`config.mk`:
```
export PLATFORM = sky130hd
export DESIGN_NAME = pll_lock_sequencer_flat
export DESIGN_NICKNAME = d
export VERILOG_FILES = /design/src/rtl/pll_lock_sequencer_if.sv /design/src/rtl/pll_lock_sequencer.sv /design/src/flat_wrapper.sv
export SDC_FILE = /design/constraint.sdc
export NUM_CORES = 1
export LEC_CHECK = 0
export CAP_MARGIN = 15
export CELL_PAD_IN_SITES_DETAIL_PLACEMENT = 1
export CELL_PAD_IN_SITES_GLOBAL_PLACEMENT = 1
export CORE_UTILIZATION = 33
export DETAILED_ROUTE_END_ITERATION = 8
export HOLD_SLACK_MARGIN = 0.02
export PLACE_DENSITY_LB_ADDON = 0.15
export SLEW_MARGIN = 20
export SYNTH_ARGS = -nofsm -noshare
export SYNTH_HDL_FRONTEND = slang
export SYNTH_SLANG_ARGS = --single-unit
```
`constraint.sdc`:
```
create_clock -name clk -period 2.3 [get_ports clk]
set_input_delay 0.46 -clock clk [delete_from_list [all_inputs] [get_ports clk]]
set_output_delay 0.46 -clock clk [all_outputs]
set_load 0.1 [all_outputs]
```
`src/rtl/pll_lock_sequencer_if.sv`:
```
// Signal bundle between the PLL lock sequencer (master) and the PLL / reset side (slave).
// Carries raw lock status in and PLL resets, downstream reset and status out.
interface pll_lock_sequencer_if #(
    parameter int MAX_RETRIES = 3
);
    localparam int RETRY_W = (MAX_RETRIES > 0) ? $clog2(MAX_RETRIES + 1) : 1;

    logic [1:0]         lock;
    logic [1:0]         pll_rst;
    logic               sys_rst;
    logic               ready;
    logic               fault;
    logic [RETRY_W-1:0] retry_count;

    modport master (
        input  lock,
        output pll_rst,
        output sys_rst,
        output ready,
        output fault,
        output retry_count
    );

    modport slave (
        output lock,
        input  pll_rst,
        input  sys_rst,
        input  ready,
        input  fault,
        input  retry_count
    );
endinterface

```
`src/rtl/pll_lock_sequencer.sv`:
```
// Brings up a cascaded filter PLL -> system PLL pair: pulses each PLL reset in order, debounces
// each lock, then releases the downstream reset; retries on timeout and restarts on lock loss.
module pll_lock_sequencer #(
    parameter int PLL_RST_CYCLES     = 16,
    parameter int LOCK_STABLE_CYCLES = 1024,
    parameter int LOCK_TIMEOUT       = 65536,
    parameter int MAX_RETRIES        = 3,
    parameter int RELEASE_DELAY      = 16
) (
    input  logic                 clk,
    input  logic                 rst,
    pll_lock_sequencer_if.master bus
);
    localparam int RETRY_W    = (MAX_RETRIES > 0) ? $clog2(MAX_RETRIES + 1) : 1;
    localparam int MAX_A      = (PLL_RST_CYCLES > LOCK_STABLE_CYCLES) ? PLL_RST_CYCLES : LOCK_STABLE_CYCLES;
    localparam int MAX_B      = (LOCK_TIMEOUT > RELEASE_DELAY) ? LOCK_TIMEOUT : RELEASE_DELAY;
    localparam int MAX_CYCLES = (MAX_A > MAX_B) ? MAX_A : MAX_B;
    localparam int CNT_W      = $clog2(MAX_CYCLES) + 1;

    localparam logic [CNT_W-1:0]   RST_LAST     = CNT_W'(PLL_RST_CYCLES - 1);
    localparam logic [CNT_W-1:0]   STABLE_LAST  = CNT_W'(LOCK_STABLE_CYCLES - 1);
    localparam logic [CNT_W-1:0]   TIMEOUT_LAST = CNT_W'(LOCK_TIMEOUT - 1);
    localparam logic [CNT_W-1:0]   RELEASE_LAST = CNT_W'(RELEASE_DELAY - 1);
    localparam logic [RETRY_W-1:0] RETRY_MAX    = RETRY_W'(MAX_RETRIES);

    typedef enum logic [2:0] {
        ST_RST0,
        ST_WAIT0,
        ST_RST1,
        ST_WAIT1,
        ST_RELEASE,
        ST_RUN,
        ST_RETRY,
        ST_FAULT
    } state_t;

    state_t             state;
    logic [1:0]         lock_meta;
    logic [1:0]         lock_s;
    logic [CNT_W-1:0]   cycle_cnt;
    logic [CNT_W-1:0]   stable_cnt;
    logic [RETRY_W-1:0] retry_count;
    logic [1:0]         pll_rst;
    logic               sys_rst;
    logic               ready;
    logic               fault;

    logic               watch_bit;
    logic               stable_hit;
    logic               timed_out;
    logic               rst_done;
    logic               release_done;

    // NOTE: non-blocking assignments make both stages sample the old value, forming a true 2-FF chain.
    always_ff @(posedge clk) begin
        if (rst) begin
            lock_meta <= '0;
            lock_s    <= '0;
        end else begin
            lock_meta <= bus.lock;
            lock_s    <= lock_meta;
        end
    end

    always_comb begin
        // NOTE: every signal gets a default before any condition so no latch can be inferred.
        watch_bit = lock_s[0];
        if (state == ST_WAIT1) watch_bit = lock_s[1];
        stable_hit   = watch_bit && (stable_cnt == STABLE_LAST);
        timed_out    = (cycle_cnt == TIMEOUT_LAST);
        rst_done     = (cycle_cnt == RST_LAST);
        release_done = (cycle_cnt == RELEASE_LAST);
    end

    always_ff @(posedge clk) begin
        if (rst) begin
            state       <= ST_RST0;
            cycle_cnt   <= '0;
            stable_cnt  <= '0;
            retry_count <= '0;
            pll_rst     <= 2'b11;
            sys_rst     <= 1'b1;
            ready       <= 1'b0;
            fault       <= 1'b0;
        end else begin
            if (cycle_cnt != '1) cycle_cnt <= cycle_cnt + CNT_W'(1);

            case (state)
                ST_RST0: begin
                    if (rst_done) begin
                        state     <= ST_WAIT0;
                        pll_rst   <= 2'b10;
                        cycle_cnt <= '0;
                    end
                end

                ST_WAIT0: begin
                    stable_cnt <= lock_s[0] ? stable_cnt + CNT_W'(1) : '0;
                    if (stable_hit) begin
                        state      <= ST_RST1;
                        cycle_cnt  <= '0;
                        stable_cnt <= '0;
                    end else if (timed_out) begin
                        state      <= ST_RETRY;
                        pll_rst    <= 2'b11;
                        cycle_cnt  <= '0;
                        stable_cnt <= '0;
                    end
                end

                // Stage 0 was locked on entry, so a low lock_s[0] here is a fall.
                ST_RST1: begin
                    if (!lock_s[0]) begin
                        state     <= ST_RETRY;
                        pll_rst   <= 2'b11;
                        cycle_cnt <= '0;
                    end else if (rst_done) begin
                        state     <= ST_WAIT1;
                        pll_rst   <= 2'b00;
                        cycle_cnt <= '0;
                    end
                end

                ST_WAIT1: begin
                    stable_cnt <= lock_s[1] ? stable_cnt + CNT_W'(1) : '0;
                    if (!lock_s[0]) begin
                        state      <= ST_RETRY;
                        pll_rst    <= 2'b11;
                        cycle_cnt  <= '0;
                        stable_cnt <= '0;
                    end else if (stable_hit) begin
                        state      <= ST_RELEASE;
                        cycle_cnt  <= '0;
                        stable_cnt <= '0;
                    end else if (timed_out) begin
                        state      <= ST_RETRY;
                        pll_rst    <= 2'b11;
                        cycle_cnt  <= '0;
                        stable_cnt <= '0;
                    end
                end

                ST_RELEASE: begin
                    if (lock_s != 2'b11) begin
                        state     <= ST_RETRY;
                        pll_rst   <= 2'b11;
                        cycle_cnt <= '0;
                    end else if (release_done) begin
                        state     <= ST_RUN;
                        sys_rst   <= 1'b0;
                        ready     <= 1'b1;
                        cycle_cnt <= '0;
                    end
                end

                // Lock loss while running restarts without consuming a retry; stage 0 wins.
                ST_RUN: begin
                    if (!lock_s[0]) begin
                        state     <= ST_RST0;
                        pll_rst   <= 2'b11;
                        sys_rst   <= 1'b1;
                        ready     <= 1'b0;
                        cycle_cnt <= '0;
                    end else if (!lock_s[1]) begin
                        state     <= ST_RST1;
                        pll_rst   <= 2'b10;
                        sys_rst   <= 1'b1;
                        ready     <= 1'b0;
                        cycle_cnt <= '0;
                    end
                end

                ST_RETRY: begin
                    cycle_cnt <= '0;
                    pll_rst   <= 2'b11;
                    if (retry_count < RETRY_MAX) begin
                        retry_count <= retry_count + RETRY_W'(1);
                        state       <= ST_RST0;
                    end else begin
                        state <= ST_FAULT;
                        fault <= 1'b1;
                    end
                end

                ST_FAULT: begin
                    pll_rst <= 2'b11;
                    sys_rst <= 1'b1;
                    ready   <= 1'b0;
                    fault   <= 1'b1;
                end
            endcase
        end
    end

    assign bus.pll_rst     = pll_rst;
    assign bus.sys_rst     = sys_rst;
    assign bus.ready       = ready;
    assign bus.fault       = fault;
    assign bus.retry_count = retry_count;
endmodule
```
`src/flat_wrapper.sv`:
```
// flat-port wrapper written by rule: the top's interface ports become plain ports
module pll_lock_sequencer_flat 
#(
    parameter int PLL_RST_CYCLES     = 16,
    parameter int LOCK_STABLE_CYCLES = 1024,
    parameter int LOCK_TIMEOUT       = 65536,
    parameter int MAX_RETRIES        = 3,
    parameter int RELEASE_DELAY      = 16
)
  (clk, rst, bus_lock, bus_pll_rst, bus_sys_rst, bus_ready, bus_fault, bus_retry_count);
  pll_lock_sequencer_if #(.MAX_RETRIES(MAX_RETRIES)) bus_i ();
  input  logic clk;
  input  logic rst;
  input wire logic [$bits(bus_i.lock)-1:0] bus_lock;
  output wire logic [$bits(bus_i.pll_rst)-1:0] bus_pll_rst;
  output wire logic [$bits(bus_i.sys_rst)-1:0] bus_sys_rst;
  output wire logic [$bits(bus_i.ready)-1:0] bus_ready;
  output wire logic [$bits(bus_i.fault)-1:0] bus_fault;
  output wire logic [$bits(bus_i.retry_count)-1:0] bus_retry_count;
  assign bus_i.lock = bus_lock;
  assign bus_pll_rst = bus_i.pll_rst;
  assign bus_sys_rst = bus_i.sys_rst;
  assign bus_ready = bus_i.ready;
  assign bus_fault = bus_i.fault;
  assign bus_retry_count = bus_i.retry_count;
  pll_lock_sequencer #(.PLL_RST_CYCLES(PLL_RST_CYCLES), .LOCK_STABLE_CYCLES(LOCK_STABLE_CYCLES), .LOCK_TIMEOUT(LOCK_TIMEOUT), .MAX_RETRIES(MAX_RETRIES), .RELEASE_DELAY(RELEASE_DELAY)) u_core (.clk(clk), .rst(rst), .bus(bus_i));
endmodule
```
* After elaboration in Yosys (flattened, before gate mapping)
Cells that the tools add are included.
Storage, ports and cells: bits in registers 48, input bits 4, output and inout port bits 7, logic and storage cells 100
Operators by class: add/subtract/negate cells 3, order comparisons 1, equal/unequal tests 20, multiplexer cells 54, reduce and logical (&&, ||, !) cells 12
Operators with widths (count):
- 17-bit 2-to-1 mux | 16
- 17-bit case mux with 7 select lines | 1
- 3-bit 2-to-1 mux | 12
- 17-bit by 1-bit adder with 17-bit output (second input constant) | 2
- 17-bit case mux with 2 select lines | 1
- 3-bit case mux with 7 select lines | 1
- 2-bit 2-to-1 mux | 9
- 17-bit by 10-bit == test with 1-bit output (second input constant) | 1
- 17-bit by 16-bit == test with 1-bit output (second input constant) | 1
- 17-bit by 4-bit == test with 1-bit output (second input constant) | 1
- 17-bit inequality test (second input constant) | 1
- 2-bit case mux with 7 select lines | 1
- 3-bit == test (second input constant) | 4
- 1-bit 2-to-1 mux | 10
- 4-bit AND reduction | 2
- 7-bit nonzero test | 1
- 3-bit by 2-bit == test with 1-bit output (second input constant) | 2
- 2-bit by 1-bit inequality test with 1-bit output (second input constant) | 3
- 2-bit inequality test (second input constant) | 3
- 3-bit inequality test (second input constant) | 2
- 1-bit case mux with 3 select lines | 2
- 5-bit AND reduction | 1
- 2-bit AND reduction | 2
- 2-bit nonzero test | 2
- other kinds (9) | 9

* Longest topological paths before layout
Gate-level depths: netlist (run 1).
word-level depth 6, mapped depth 8, depth with buffers taken out 7

* Worst setup path before layout (run 1)
OpenSTA, ideal clock, no wires.
path type register to register, start point reg u_core.stable_cnt[11], end point reg u_core.cycle_cnt[13], arrival time 2.153 ns, required time 2.185 ns, setup slack 0.032 ns, stages on the path, launching flop included 8, buffers on the path 1, cell sequence dfxtp_1 > or4_4 > or4_4 > o21a_1 > nor2b_4 > o21ai_4 > buf_12 > nor2_2
On the way: longest elaborated chain between the ends 5
Ends and longest elaborated chain:
- start, declared | RTL line pll_lock_sequencer.sv:41 | logic [CNT_W-1:0] stable_cnt;
- start signal, assigned | RTL line pll_lock_sequencer.sv:98 | stable_cnt <= lock_s[0] ? stable_cnt + CNT_W'(1) : '0;
- start signal, assigned | RTL line pll_lock_sequencer.sv:125 | stable_cnt <= lock_s[1] ? stable_cnt + CNT_W'(1) : '0;
- 17-bit by 10-bit == test with 1-bit output (*) | RTL line pll_lock_sequencer.sv:69 | stable_hit = watch_bit && (stable_cnt == STABLE_LAST);
- 1-bit logical AND (*) | RTL line pll_lock_sequencer.sv:69
- 17-bit 2-to-1 mux (*) | RTL line pll_lock_sequencer.sv:99 | if (stable_hit) begin
- 17-bit 2-to-1 mux | RTL line pll_lock_sequencer.sv:126 | if (!lock_s[0]) begin
- 17-bit case mux with 7 select lines (*) | RTL line pll_lock_sequencer.sv:88 | case (state)
- end signal, assigned | RTL line pll_lock_sequencer.sv:86 | if (cycle_cnt != '1) cycle_cnt <= cycle_cnt + CNT_W'(1);
- end, declared | RTL line pll_lock_sequencer.sv:40 | logic [CNT_W-1:0] cycle_cnt;
Every way passes the cells marked *; elsewhere a longest branch is shown, timed or not. A chain may end at the register's enable or synchronous reset.

* Worst setup path in the final report (run 1)
start point reg u_core.stable_cnt[12], end point reg u_core.cycle_cnt[3]
Same word-level chain as after synthesis.

==> results_dict.tcl, run 1 <==
set metrics [dict create \
    cts_made_buffers 5 \
    setup_viol 2 \
    yosys.area.top_type "dfxtp_1" \
    yosysWarnings 0 \
    slew_headroom 0.643 \
    clock_latency_ns 0.31 \
    syn_area_um2 2530 \
    grt_pass1_wl_um 10200 \
    p_per_area_nw_per_um2 743 \
    overflow 0 \
    yosysSeqAreaShare 0.380 \
    wirelength_um 6150 \
    fmax_mhz 434 \
    die_height_um 89.6 \
    clockBufferDepth 2 \
    setup_slack_ns -0.00298 \
    synth_area_leaders "dfxtp_1, nor2_1, xnor2_1" \
    core_area_um2 7330 \
    grtUsageMet2 0.260 \
    gp_congestion 0.748 \
    max-vdd-ir-drop_uv 387 \
    grt_busiest_layer "met2" \
    antenna_cells 0 \
    postSynthAreaPerCell_um2 8.24 \
    die_area_um2 8020 \
    drcViolationCount 0 \
    final_layout_size_suffix_gt1_frac 0.146 \
    ant_nets 0 \
    use_met3 0.0311 \
    hold_viol 0 \
    fin_crit_sh 1.00 \
    layout.nets 335 \
    io_pins 11 \
    synthCells 307 \
    root_buffer "clkbuf_8" \
    via_per_inst 5.09 \
    synth_most_common_cell "dfxtp_1" \
    io_buffers 10 \
    synthTopCellsByCount "dfxtp_1, nor2_1, nand2_1" \
    dp.final_hpwl_um 4590 \
    grt_pass1_vias 2075 \
    num_vias 2179 \
    path_clk_slew_ns 0.10 \
    cp-end-kind "flip-flop" \
    die_x_um 89.6 \
    fin_crit_ns 2.30 \
    ys.flop_type "dfxtp_1" \
    dr.pass1.iters 4 \
    post_cts_buffers 0 \
    grt_antenna_before_repair 0 \
    p_leak_nw 0.998 \
    met1_usage 0.226 \
    finish.utilization 0.400 \
    crit_arrival_ns 2.51 \
    hold_class "reg2reg" \
    crit_required_ns 2.50 \
    worstSetupPathType "reg2reg" \
    fin_worst_skew_ns 0.0109 \
    status "finished with violations" \
    async_reset_ff_frac 0 \
    ys_types 51 \
    htreeDepth 2 \
    clock_sinks 48 \
    rows 31 \
    grt_start_max_net_pins 17 \
    maxCapViolCount 0 \
    grtUsageTotal 0.166 \
    initial_core_util 0.345 \
    area_delta_synth_final_pct 15.7 \
    worst_hold_slack_ns 0.460 \
    drv_slew 0 \
    violations "setup timing" \
    synth_top_area_share 0.380 \
    synth_edf_count 0 \
    cts-hold-fix-buffers 0 \
    drt_iter0_markers 67 \
    syn_nets 314 \
    rsz0062_at_grt "true" \
    tightest_slew_ns 0.532 \
    synth_seq_cells 48 \
    wl_per_cell_um 14.4 \
    cp_max_fo 16 \
    cts_tree "done" \
    cp-start-kind "flip-flop" \
]
## cells in the final DEF, fill, tap and decap left out, types with 2 or more instances in the layout
cell,n
clkbuf_8,5
a21o_1,3
nor2_2,10
buf_12,2
or3_1,5
dfxtp_1,47
or4_4,2
and3_1,2
nand4b_1,3
xnor2_1,18
ha_1,3
nor3_1,9
and2_1,2
nand2b_1,3
or4_1,3
buf_4,20
nor4_1,4
nor2b_1,8
nand2_1,32
o21a_1,4
o31ai_1,2
xor2_1,9
nor2_1,43
and4_1,5
nand4_1,8
a21oi_1,11
o21ai_0,14
clkdlybuf4s50_1,3
a31oi_1,2
inv_1,5
nand3_1,12
mux2i_1,6
## per-stage QoR
stage | instance area (um2) | cells | setup slack (ns) | TNS, ns | total power, mW
floorplan | 2530 | 307 | 0.0316 | 0 | 1.40
detailed placement | 2820 | 420 | 0.0148 | 0 | 1.57
CTS | 2930 | 428 | -0.00894 | -0.0290 | 2.21
global route | 2930 | 428 | -0.0640 | -1.21 | 2.30
finish | 2930 | 428 | -0.00298 | -0.00362 | 2.18
global placement | 2820 | 420 | 0.0604 | 0 | 1.56
## per-layer routing
layer / vias to the layer above / part of all wire
met5: - / 0
met3: 7 / 0.023
met1: 1032 / 0.51
li1: 1123 / -
met4: 0 / 0.015
met2: 17 / 0.46
## what timing repair did
action / CTS / global route
resized for setup: 1 / 0
setup endpoints to repair: 11 / 33
gates cloned: 0 / 0
hold endpoints to repair: 0 / 0
## logic make-up (layout without fill, tap and decap cells)
logic type	count (synthesis)	count (layout)	share of synthesized area
muxes	6	6	0.0237
DFF	48	48	0.380
buffers and inverters	16	38	0.0306
AOI/OAI and AO/OA	50	50	0.131
adders and majority gates	3	3	0.0148
xor gates and xnor gates	27	27	0.0934
and+or+nand+nor	157	157	0.327
## report_power, final
| part | leakage [nW] | switching (mW) | internal [mW] |
|---|---|---|---|
| Clock | 0.0541 | 0.303 | 0.322 |
| Sequential | 0.389 | 0.0473 | 0.875 |
| Combinational | 0.555 | 0.379 | 0.252 |
## worst max-delay path, stage by stage, from the launching register on
cell     delay, ns
dfxtp_2       0.35
or4_4         0.51
or4_4         0.58
o21a_1        0.24
nor2b_4       0.14
o21ai_4       0.13
buf_12        0.17
nor2_1        0.06
## final cells by class
type,instances,area (um2)
clock buffers,5,68.8
clock inverters,3,42.5
fillers,882,4400
inverters,5,18.8
multi-input cells,243,1490
flip-flops and latches,48,962
well taps,99,124
repair buffers,25,220
## worst paths after layout
kind                                            start                   to  slack [ns]  cells after the start
worst min register to register    u_core.lock_meta[1]     u_core.lock_s[1]        0.46                      1
worst min-delay path              u_core.lock_meta[1]     u_core.lock_s[1]        0.46                      1
worst max register to register  u_core.stable_cnt[12]  u_core.cycle_cnt[3]      -0.003                      7
worst max-delay path            u_core.stable_cnt[12]  u_core.cycle_cnt[3]      -0.003                      7
## state kept, by name, indices dropped and copies added, names as in the netlist
name and count:
u_core.lock_s 2, u_core.bus.sys_rst 1, u_core.cycle_cnt 17, u_core.lock_meta 2
u_core.bus.pll_rst 2, u_core.stable_cnt 17, u_core.bus.retry_count 2, u_core.state 3
u_core.bus.ready 1, u_core.bus.fault 1
(Power assumes the default switching activity.)
==> run 2, diff against run 1 <==
HOLD_SLACK_MARGIN = not set   (was 0.02)
PLACE_DENSITY = 0.7   (was not set)
PLACE_DENSITY_LB_ADDON = not set   (was 0.15)
==> run 2 against run 1 <==
  * Via count rose by 2.1%
  * Critical endpoint is now u_core.cycle_cnt[13]
  * Power fell by 4.2%
  * Flip-flop and latch count did not move
  * Non-clock buffer count rose by 5
  * Clock skew fell by 0.0050 ns
  * The flow now finishes without violations
  * Sequential share of layout area fell by 0.37 points
==> results_dict.tcl, run 2 (synthesis results as in run 1) <==
set metrics [dict create \
    slew_headroom 0.593 \
    core_area_um2 7330 \
    multiInputGateArea_um2 1510 \
    maxCapViolCount 0 \
    antenna_cells 0 \
    rows 31 \
    die_height_um 89.6 \
    die_area_um2 8020 \
    overflow 0 \
    io_pins 11 \
    ant_nets 0 \
    p_leak_nw 1.02 \
    initial_core_util 0.345 \
    r2r_slack_ns 0.005 \
    final_common_cell "dfxtp_1" \
    gp_congestion 0.792 \
    hold_class "reg2reg" \
    num_vias 2225 \
    cts_made_buffers 5 \
    critPathTopFamily "simple AND/OR/NAND/NOR gates" \
    wl_per_cell_um 14.5 \
    fin_tns_setup_ns 0 \
    path_buf_inv 1 \
    dr.pass1.iters 4 \
    drcViolationCount 0 \
    cp_max_fo 8 \
    tightest_slew_ns 0.604 \
    slowest_stage "or4_4" \
    fmax_mhz 436 \
    hold_viol 0 \
    nFillCells 876 \
    wirelength_um 6240 \
    htreeDepth 2 \
    p_per_area_nw_per_um2 703 \
    max-vdd-ir-drop_uv 447 \
    cp_cell_sequence "or4b_4, or4_4, o21a_1, nor2b_4, o21ai_4, clkbuf_16, nor2_2" \
    final_layout_size_suffix_gt1_frac 0.168 \
    mostFrequentLayoutCells "dfxtp_1, nor2_1, nand2_1" \
    drt_iter0_markers 53 \
    setup_viol 0 \
    grt_pass1_vias 2278 \
    grt_antenna_before_repair 0 \
    layout.nets 340 \
    grtUsageTotal 0.172 \
    crit_required_ns 2.50 \
    via_per_inst 5.15 \
    fin_cells 432 \
    clock_sinks 48 \
    area_delta_synth_final_pct 17.2 \
    crit_path_max_incr_delay_ns 0.58 \
    placedCellCount 420 \
    status "complete, no violations" \
    clockBufferDepth 2 \
    seq_area_um2 963 \
    top_regs "u_core.cycle_cnt (17), u_core.stable_cnt (17), u_core.state (3)" \
    cp-start-kind "flip-flop" \
    path_clk_slew_ns 0.08 \
    grt_start_max_net_pins 18 \
    io_buffers 10 \
    root_buffer "clkbuf_8" \
    fin_worst_skew_ns 0.00587 \
    dp.final_hpwl_um 4540 \
    crit_arrival_ns 2.49 \
    cp-end-kind "flip-flop" \
    rsz0062_at_grt "true" \
    clock_latency_ns 0.30 \
    die_x_um 89.6 \
    worstSetupPathType "reg2reg" \
    fin_crit_sh 0.998 \
    grt_pass1_wl_um 10600 \
    cts-hold-fix-buffers 0 \
    cts_tree "done" \
    fin_crit_ns 2.30 \
    drv_slew 0 \
]
run 2: worst reg2reg max path, stage by stage, from the launching register on:
cell       delay [ns]
dfxtp_1          0.32
or4b_4           0.53
or4_4            0.58
o21a_1           0.21
nor2b_4          0.13
o21ai_4          0.19
clkbuf_16        0.20
nor2_2           0.04
run 2: final timing paths:
check,start,to,cells after the start
worst max-delay path,u_core.stable_cnt[10],u_core.cycle_cnt[13],7
worst min-delay path,u_core.lock_meta[1],u_core.lock_s[1],1
worst max register to register,u_core.stable_cnt[10],u_core.cycle_cnt[13],7
worst min register to register,u_core.lock_meta[1],u_core.lock_s[1],1
run 2: power by group:
part	internal, mW	switching (mW)	leakage, nW
logic	0.288	0.397	0.591
registers	0.875	0.0441	0.389
clock network	0.207	0.273	0.0410
total	1.37	0.714	1.02
run 2: cell type report:
type	count	area share
multi-input cells	243	0.508
flip-flops and latches	48	0.325
repair buffers	30	0.0928
well taps	99	0.0418
clock buffers	6	0.0245
inverters	5	0.00633
clock inverters	1	0.00169
run 2: routing by layer:
layer  GRT usage  wire length, um
met2       0.304             3040
met5           0                0
met3      0.0302              100
met4      0.0390               48
met1       0.217             3060
run 2: repair_timing:
| action | CTS | global route |
|---|---|---|
| endpoints found under the setup margin | 16 | 23 |
| pin swaps | 4 | 1 |
| buffers inserted | 3 | 1 |
| resized for setup | 4 | 6 |
| cloned | 1 | 0 |
run 2: stage by stage:
stage	hold slack, ns	setup slack (ns)	util	power [mW]	instance area (um2)
after CTS	0.458	-0.00788	0.403	2.11	2950
after global routing	0.468	-0.0333	0.405	2.21	2970
after detailed placement	0.431	-0.00732	0.384	1.56	2820
after global placement	0.443	0.0626	0.384	1.55	2820
final	0.446	0.00454	0.405	2.09	2970
after floorplan	0.414	0.0316	-	1.40	2530
==> run 3, diff against run 2 <==
GPL_TIMING_DRIVEN = 0   (was not set)
==> run 3 against run 2 <==
  * The flow now finishes with violations (setup timing)
  * Utilization decreased by 0.46 points
  * Power increased by 0.55%
  * Critical path type unchanged
  * Non-clock buffer count decreased by 4
  * Critical endpoint unchanged
  * Routed wire length decreased by 1.6%
  * First-iteration DRC count increased by 100%
  * Die area unchanged
  * Global-route usage decreased by 0.90 points
  * Final cell count decreased by 0.69%
  * Hold slack improved by 0.0022 ns
  * Final area decreased by 1.1%
  * Maximum frequency decreased by 2.7%
==> results_dict.tcl, run 3 (synthesis results as in run 1) <==
set metrics [dict create \
    nFillCells 881 \
    core_area_um2 7330 \
    drt_iter0_markers 108 \
    tightest_slew_ns 1.00 \
    critPathTopFamily "simple AND/OR/NAND/NOR gates" \
    maxCapViolCount 0 \
    path_clk_slew_ns 0.09 \
    fin_crit_sh 1.03 \
    cp_max_fo 10 \
    fin_tns_setup_ns -0.895 \
    slew_headroom 0.330 \
    clock_latency_ns 0.31 \
    final_area_um2 2930 \
    setup_slack_ns -0.0592 \
    via_per_inst 5.11 \
    setup_viol 26 \
    io_buffers 10 \
    p_per_area_nw_per_um2 715 \
    violations "setup timing" \
    mostFrequentLayoutCells "dfxtp_1, nor2_1, nand2_1" \
    rows 31 \
    seq_area_um2 963 \
    rsz0062_at_grt "true" \
    crit_path_max_incr_delay_ns 0.59 \
    drcViolationCount 0 \
    clock_sinks 48 \
    placed_area_um2 2760 \
    r2r-start "u_core.stable_cnt[11]" \
    grtUsageTotal 0.163 \
    area_delta_synth_final_pct 15.9 \
    critPathMostFrequentCell "or4_4" \
    wl_per_cell_um 14.3 \
    multiInputGateArea_um2 1520 \
    layout.nets 336 \
    cts_made_buffers 5 \
    p_leak_nw 1.00 \
    initial_core_util 0.345 \
    status "finished with violations" \
    cp-start-kind "flip-flop" \
    wirelength_um 6140 \
    drv_slew 0 \
    grt_start_max_net_pins 15 \
    ant_nets 0 \
    hold_class "reg2reg" \
    path_depth 7 \
    crit_arrival_ns 2.56 \
    fmax_mhz 424 \
    fin_crit_ns 2.36 \
    critical_path.endpoint "u_core.cycle_cnt[13]" \
    slowest_stage "or4_4" \
    die_area_um2 8020 \
    antenna_cells 0 \
    final_common_cell "dfxtp_1" \
    io_pins 11 \
    die_x_um 89.6 \
    cts-hold-fix-buffers 0 \
    root_buffer "clkbuf_8" \
    fin_worst_skew_ns 0.0102 \
    htreeDepth 2 \
    hold_viol 0 \
    cp-end-kind "flip-flop" \
    crit_required_ns 2.50 \
    gp_congestion 0.781 \
    dp.final_hpwl_um 4430 \
    final_layout_size_suffix_gt1_frac 0.121 \
    die_height_um 89.6 \
    dr.pass1.iters 4 \
    worstSetupPathType "reg2reg" \
    reg2reg_to "u_core.cycle_cnt[13]" \
    r2r_slack_ns -0.06 \
    max-vdd-ir-drop_uv 469 \
    clockBufferDepth 2 \
    grt_antenna_before_repair 0 \
    cp_cell_sequence "or4_4, or4_4, o21a_1, nor2b_4, o21ai_4, buf_12, nor2_2" \
    grt_pass1_wl_um 10000 \
    cts_tree "done" \
    place_ws_ns -0.213 \
    setup.worst_path.start "u_core.stable_cnt[11]" \
    reg2reg_depth 7 \
    num_vias 2192 \
    overflow 0 \
    grt_pass1_vias 2083 \
    top_regs "u_core.cycle_cnt (17), u_core.stable_cnt (17), u_core.state (3)" \
    path_buf_inv 1 \
]
run 3: report_power, final:
group          switching [mW]  total [mW]  internal (mW)
sequential             0.0327       0.908          0.875
clock                   0.292       0.533          0.241
combinational           0.401       0.656          0.255
run 3: final cells by class:
type | instances | share of cell area
inverter | 5 | 0.00640
clock inverter | 2 | 0.00341
sequential | 48 | 0.328
tap | 99 | 0.0422
timing repair buffer | 15 | 0.0520
multi-input combinational | 243 | 0.518
clock buffer | 6 | 0.0282
buffer | 11 | 0.0209
run 3: stage by stage:
stage	cells	utilization	hold WS [ns]	total power [mW]
final	429	0.400	0.448	2.10
after detailed placement	416	0.376	0.435	1.54
after global routing	429	0.400	0.463	2.22
after global placement	416	0.376	0.418	1.53
after CTS	429	0.395	0.458	2.11
after floorplan	307	-	0.414	1.40
run 3: worst min path at each step:
stage | slack [ns] | endpoint | cells past startpoint | start
2_1_floorplan | 0.41 | u_core.lock_s[0] | 1 | u_core.lock_meta[0]
3_3_place_gp | 0.42 | u_core.lock_s[1] | 1 | u_core.lock_meta[1]
3_5_place_dp | 0.43 | u_core.lock_s[1] | 1 | u_core.lock_meta[1]
4_1_cts | 0.46 | u_core.lock_s[1] | 1 | u_core.lock_meta[1]
5_1_grt | 0.46 | u_core.lock_s[1] | 1 | u_core.lock_meta[1]
6_report | 0.45 | u_core.lock_s[1] | 1 | u_core.lock_meta[1]
run 3: worst reg2reg max path, cell delays in order (launching register included):
cell	delay, ns
dfxtp_2	0.33
or4_4	0.54
or4_4	0.59
o21a_1	0.24
nor2b_4	0.14
o21ai_4	0.20
buf_12	0.17
nor2_2	0.05
run 3: layer usage:
metal | GRT usage | routed length (um) | vias to the layer above
li1 | - | - | 1120
met1 | 0.217 | 3100 | 1049
met2 | 0.265 | 2870 | 16
met3 | 0.0311 | 102 | 7
met4 | 0.0519 | 70 | 0
met5 | 0 | 0 | -
run 3: what timing repair did:
item	4_1_cts	5_1_grt
pin swaps	4	2
resized for setup	6	12
endpoints found under the setup margin	27	36
setup buffers	5	0
==> edit 1 (flow settings as in run 1) <==
Reset style: asynchronous (`rst`), changed in 2 clocked blocks.
--- a/src/rtl/pll_lock_sequencer.sv
+++ b/src/rtl/pll_lock_sequencer.sv
@@ -52,7 +52,7 @@
     logic               release_done;
 
     // NOTE: non-blocking assignments make both stages sample the old value, forming a true 2-FF chain.
-    always_ff @(posedge clk) begin
+    always_ff @(posedge clk or posedge rst) begin
         if (rst) begin
             lock_meta <= '0;
             lock_s    <= '0;
@@ -72,7 +72,7 @@
         release_done = (cycle_cnt == RELEASE_LAST);
     end
 
-    always_ff @(posedge clk) begin
+    always_ff @(posedge clk or posedge rst) begin
         if (rst) begin
             state       <= ST_RST0;
             cycle_cnt   <= '0;
Behaviour: same outputs for any inputs over 10 cycles, from zero or initial values and one cycle with rst high; that may be too few to reach the edited logic, so the function may still have changed.
==> edit 1 against run 1 <==
Via count grew 3.5%; sequential cell count is the same; first-iteration DRC count shrank 27%; critical path type unchanged; global-route usage grew 0.67 points; die area grew 8.3%; area after synthesis grew 8.5%; worst setup slack gained 120 ps; highest routed layer unchanged; routed wire length grew 8.9%; critical endpoint is now u_core.state[1]; cell area grew 9.8%.
Power is not compared: it rests on default switching activity, and its combinational part moved more than twofold at a synthesized area within 25%.
==> edit 1: results (changes against run 1) <==
[synthesis]
synth-compound-area-share_pct=17.8  ; +4.7 points
syn-num-nets=304  ; -3.2%
ys_top_cells_by_area=dfrtp_1, nor2_1, a21oi_1, xnor2_1, nand2_1
synth_cell_types=59  ; +16%
synth_xor_xnor_area_share_pct=6.06  ; -3.3 points
syn_area_per_cell_um2=9.24  ; +12%
synthMuxAreaShare_pct=1.55  ; -0.82 points
async_reset_ff_share_pct=100  ; +100 points
seq_area_frac_synth_pct=43.9  ; +5.9 points
synthAdderAreaFrac_pct=1.37  ; -0.12 points
yosys.area.top_type_share_pct=41.0  ; +3.1 points

[setup_path]
slowest_stage=or3_4
r2r_cells=6  ; -1
r2r_slack_ps=120  ; +120 ps
crit_path_max_incr_delay_ps=450  ; -130 ps
rr_startpoint=u_core.cycle_cnt[0]
critPathMaxFanout=5  ; -11

[route]
route.met3.wl_um=115  ; -19%
vias_per_cell=5.28  ; +3.7%
vias=2255  ; +3.5%
met2_length_um=3050  ; +8.9%
first_iter_violations=49  ; -27%
wl_met1_um=3440  ; +10%
drt-total-wl_um=6690  ; +8.9%

[timing]
skew_ps=10.3  ; -0.601 ps
finalHoldViolations=0  ; unchanged
slew_headroom_pct=68.2  ; +3.9 points
fin_crit_sh_pct=94.8  ; -5.3 points
holdWs_ps=347  ; -113 ps

[grt]
grt_max_degree=21  ; +4
antenna_found_initial=0  ; unchanged
grt_pass1_vias=2368  ; +14%
grt_util_all_layers_pct=17.3  ; +0.67 points
use_met3_pct=3.17  ; +0.063 points
grt_util_met1_pct=24.0  ; +1.5 points
grt_util_met2_pct=27.3  ; +1.3 points
grt_pass1_wl_um=11800  ; +16%

[finish]
fillCellCount=918  ; +4.1%
drive_gt1_share_pct=18.2  ; +3.6 points
final_nets=331  ; -1.2%

[clock_network]
cts_resized=1  ; unchanged

[placed_design]
place_congestion=0.770  ; +3.0%
place_ws_ps=1.88  ; -12.9 ps
dpl_cell_area_mm2=0.00309  ; +9.7%
dpl.cell_count=419  ; -0.24%
place_hpwl_um=4820  ; +5.0%

[hold_path]
hold_depth=0  ; -1
worst_hold_path.endpoint=u_core.lock_s[1]
min_from=u_core.lock_meta[1]

[pwr]
p_total_mw=1.57

[outcome]
outcome=finished, final reports clean

[floorplan]
num_rows=32  ; +3.2%

-- edit 1: changes by cell type in the layout (fill, tap and decap cells not counted), moves of 4 or more --
cell / run 1 / this run
xnor2_1: 18 / 11
nor2_2: 10 / 0
nor2b_1: 8 / 2
mux2i_1: 6 / 2
inv_1: 5 / 11
dfrtp_1: 0 / 45
o31ai_1: 2 / 7
nor2_1: 43 / 34
dfxtp_1: 47 / 0
nand2_1: 32 / 23
a21oi_1: 11 / 25
buf_4: 20 / 27
-- edit 1: cell type report --
class,count,area [um2],share of cell area [%]
Timing Repair Buffer,33,293,9.11
Multi-Input combinational cell,224,1430,44.4
Clock buffer,5,68.8,2.14
Inverter,12,45.0,1.40
Sequential cell,48,1200,37.5
Clock inverter,3,47.5,1.48
Tap cell,102,128,3.97
-- edit 1: cells by family after synthesis --
family          count (synthesis)
simple gates                  127
compound gates                 71
fa+ha+maj                       3
xor+xnor                       19
buf+inv                        25
mux                             4
flops                          48
==> edit 2 (flow settings as in run 1) <==
Without the edit above. `MAX_RETRIES` is set to 3 in 3 places; all go to 2.
--- a/src/rtl/pll_lock_sequencer_if.sv
+++ b/src/rtl/pll_lock_sequencer_if.sv
@@ -1,7 +1,7 @@
 // Signal bundle between the PLL lock sequencer (master) and the PLL / reset side (slave).
 // Carries raw lock status in and PLL resets, downstream reset and status out.
 interface pll_lock_sequencer_if #(
-    parameter int MAX_RETRIES = 3
+    parameter int MAX_RETRIES = 2
 );
     localparam int RETRY_W = (MAX_RETRIES > 0) ? $clog2(MAX_RETRIES + 1) : 1;
 
--- a/src/rtl/pll_lock_sequencer.sv
+++ b/src/rtl/pll_lock_sequencer.sv
@@ -4,7 +4,7 @@
     parameter int PLL_RST_CYCLES     = 16,
     parameter int LOCK_STABLE_CYCLES = 1024,
     parameter int LOCK_TIMEOUT       = 65536,
-    parameter int MAX_RETRIES        = 3,
+    parameter int MAX_RETRIES        = 2,
     parameter int RELEASE_DELAY      = 16
 ) (
     input  logic                 clk,
--- a/src/flat_wrapper.sv
+++ b/src/flat_wrapper.sv
@@ -4,7 +4,7 @@
     parameter int PLL_RST_CYCLES     = 16,
     parameter int LOCK_STABLE_CYCLES = 1024,
     parameter int LOCK_TIMEOUT       = 65536,
-    parameter int MAX_RETRIES        = 3,
+    parameter int MAX_RETRIES        = 2,
     parameter int RELEASE_DELAY      = 16
 )
   (clk, rst, bus_lock, bus_pll_rst, bus_sys_rst, bus_ready, bus_fault, bus_retry_count);
Check against the original RTL: same outputs for any inputs over 10 cycles, from zero or initial values and one cycle with rst high; that may be too few to reach the edited logic, so the function may still have changed.
==> edit 2 against run 1 <==
Routed wire length fell by 4.4%; first-iteration DRC count decreased by 18%; area after synthesis increased by 1.6%; critical path depth did not move; final cell count down 3.0%; maximum frequency increased by 8.4%; cell area is 1.4% lower; sequential cell count unchanged; worst setup slack better by 180 ps; critical path type unchanged.
Power is not compared: it rests on default switching activity, and its combinational part moved more than twofold at a synthesized area within 25%.
==> edit 2: results (changes against run 1) <==
[clock_network]
clock_latency_ps=300
hold_buffers=0  ; unchanged
clockBufferDepth=2  ; unchanged
cts_buffers=5  ; unchanged
cts.htree.levels=2  ; unchanged
cts_setup_buffers=0  ; unchanged
cts_resized=0  ; -1

[synthesis]
syn-num-nets=310  ; -1.3%
async_reset_ff_share_pct=0  ; unchanged
synth_common_cells=dfxtp_1, nor2_1, nand2_1
seq_area_frac_synth_pct=37.4  ; -0.61 points
ys_top_cells_by_area=dfxtp_1, nor2_1, xnor2_1, xor2_1, nand2_1
yosysWarnings=0  ; unchanged
synth_cell_types=59  ; +16%

[outcome]
outcome=finished, final reports clean

[finish]
fillCellCount=884  ; +0.23%
drive_gt1_share_pct=14.6  ; -0.033 points
diodes=0  ; unchanged
final_nets=321  ; -4.2%

[hold_path]
min_from=u_core.lock_meta[0]
hp-class=reg -> reg

[setup_path]
cpLargestDelayFamily=simple AND/OR/NAND/NOR gates
critPathMaxFanout=16  ; unchanged
cp-startpoint=u_core.cycle_cnt[0]
slowest_stage=dfxtp_1
worstPathArrival_ps=2320  ; -190 ps
crit_path_max_incr_delay_ps=380  ; -200 ps

[route]
dr.max_layer_used=met4
route.met3.wl_um=118  ; -17%
first_iter_violations=55  ; -18%
drt-total-wl_um=5870  ; -4.4%
wl_met1_um=2980  ; -4.3%
met2_length_um=2710  ; -3.3%
vias=2146  ; -1.5%

[pwr]
max-vdd-ir-drop_mv=0.245
power_leakage_nw=1.05

[grt]
grt_pass1_wl_um=10200  ; +0.55%
grt_util_all_layers_pct=15.4  ; -1.3 points
grt_max_degree=18  ; +1
grt_overflow_total=0  ; unchanged
grt_pass1_vias=2161  ; +4.1%

[placed_design]
place_hpwl_um=4410  ; -3.8%
place_congestion=0.755  ; +1.0%

[timing]
tightest_slew_ps=493  ; -39.8 ps
skew_ps=8.28  ; -2.62 ps

[edit 2: cell count changes in the layout (fill, tap and decap cells not counted), sizes merged, moves of 4 or more]
cell,change
mux2i,-5
nand3,+4
xnor2,-4
o21ai,-7
nor2,-4
or3,-5
buf,-6
xor2,+5
or4,-5
[edit 2: routing by layer]
metal  track usage, %  up-vias
li1                 -     1091
met1             21.0     1026
met2             24.9       22
met3             2.61        7
met4             4.57        0
met5                0        -
[edit 2: area by class of cell]
class,instances,share of cell area (%)
multi-input cells,234,51.6
flip-flops and latches,48,33.3
repair buffers,19,5.20
well taps,99,4.29
clock buffers,5,2.38
clock inverters,3,2.38
inverters,7,0.910
[edit 2: through the flow]
stage          cells  cell area, um2  setup slack [ps]  hold slack [ps]  TNS [ps]
2_1_floorplan    304            2570               539              414         0
3_3_place_gp     407            2740               169              423         0
3_5_place_dp     407            2740               175              436         0
4_1_cts          415            2880               160              459         0
5_1_grt          415            2890            -0.513              465    -0.513
6_report         415            2890               175              448         0
[edit 2: worst paths after layout]
path,end,cells after the start,slack [ps]
max,u_core.cycle_cnt[2],7,170
min,u_core.lock_s[0],1,450
max reg2reg,u_core.cycle_cnt[2],7,170
min reg2reg,u_core.lock_s[0],1,450
[edit 2: cell families after synthesis]
group,Yosys count,share of synthesized area (%)
AO/OA/AOI/OAI,47,12.6
XOR/XNOR,28,9.53
adder cells (fa/ha/maj),2,0.973
buffers and inverters,22,5.06
flip-flops,48,37.4
multiplexers,1,0.389
AND/OR/NAND/NOR,156,34.0
[edit 2: worst reg2reg max path: stages, from the launching register on]
cell and delay (ps):
dfxtp_1 380, ha_1 260, nand3_1 100, nor4_1 190, nand4_1 320, a21boi_4 350, a21o_4 320, nor3_1 100
[edit 2: report_power, final]
part	switching, mW	leakage, nW	total, mW	internal (mW)
Sequential	0.0226	0.388	0.872	0.850
Combinational	0.110	0.590	0.171	0.0605
Clock	0.303	0.0687	0.741	0.438
Total	0.436	1.05	1.78	1.35
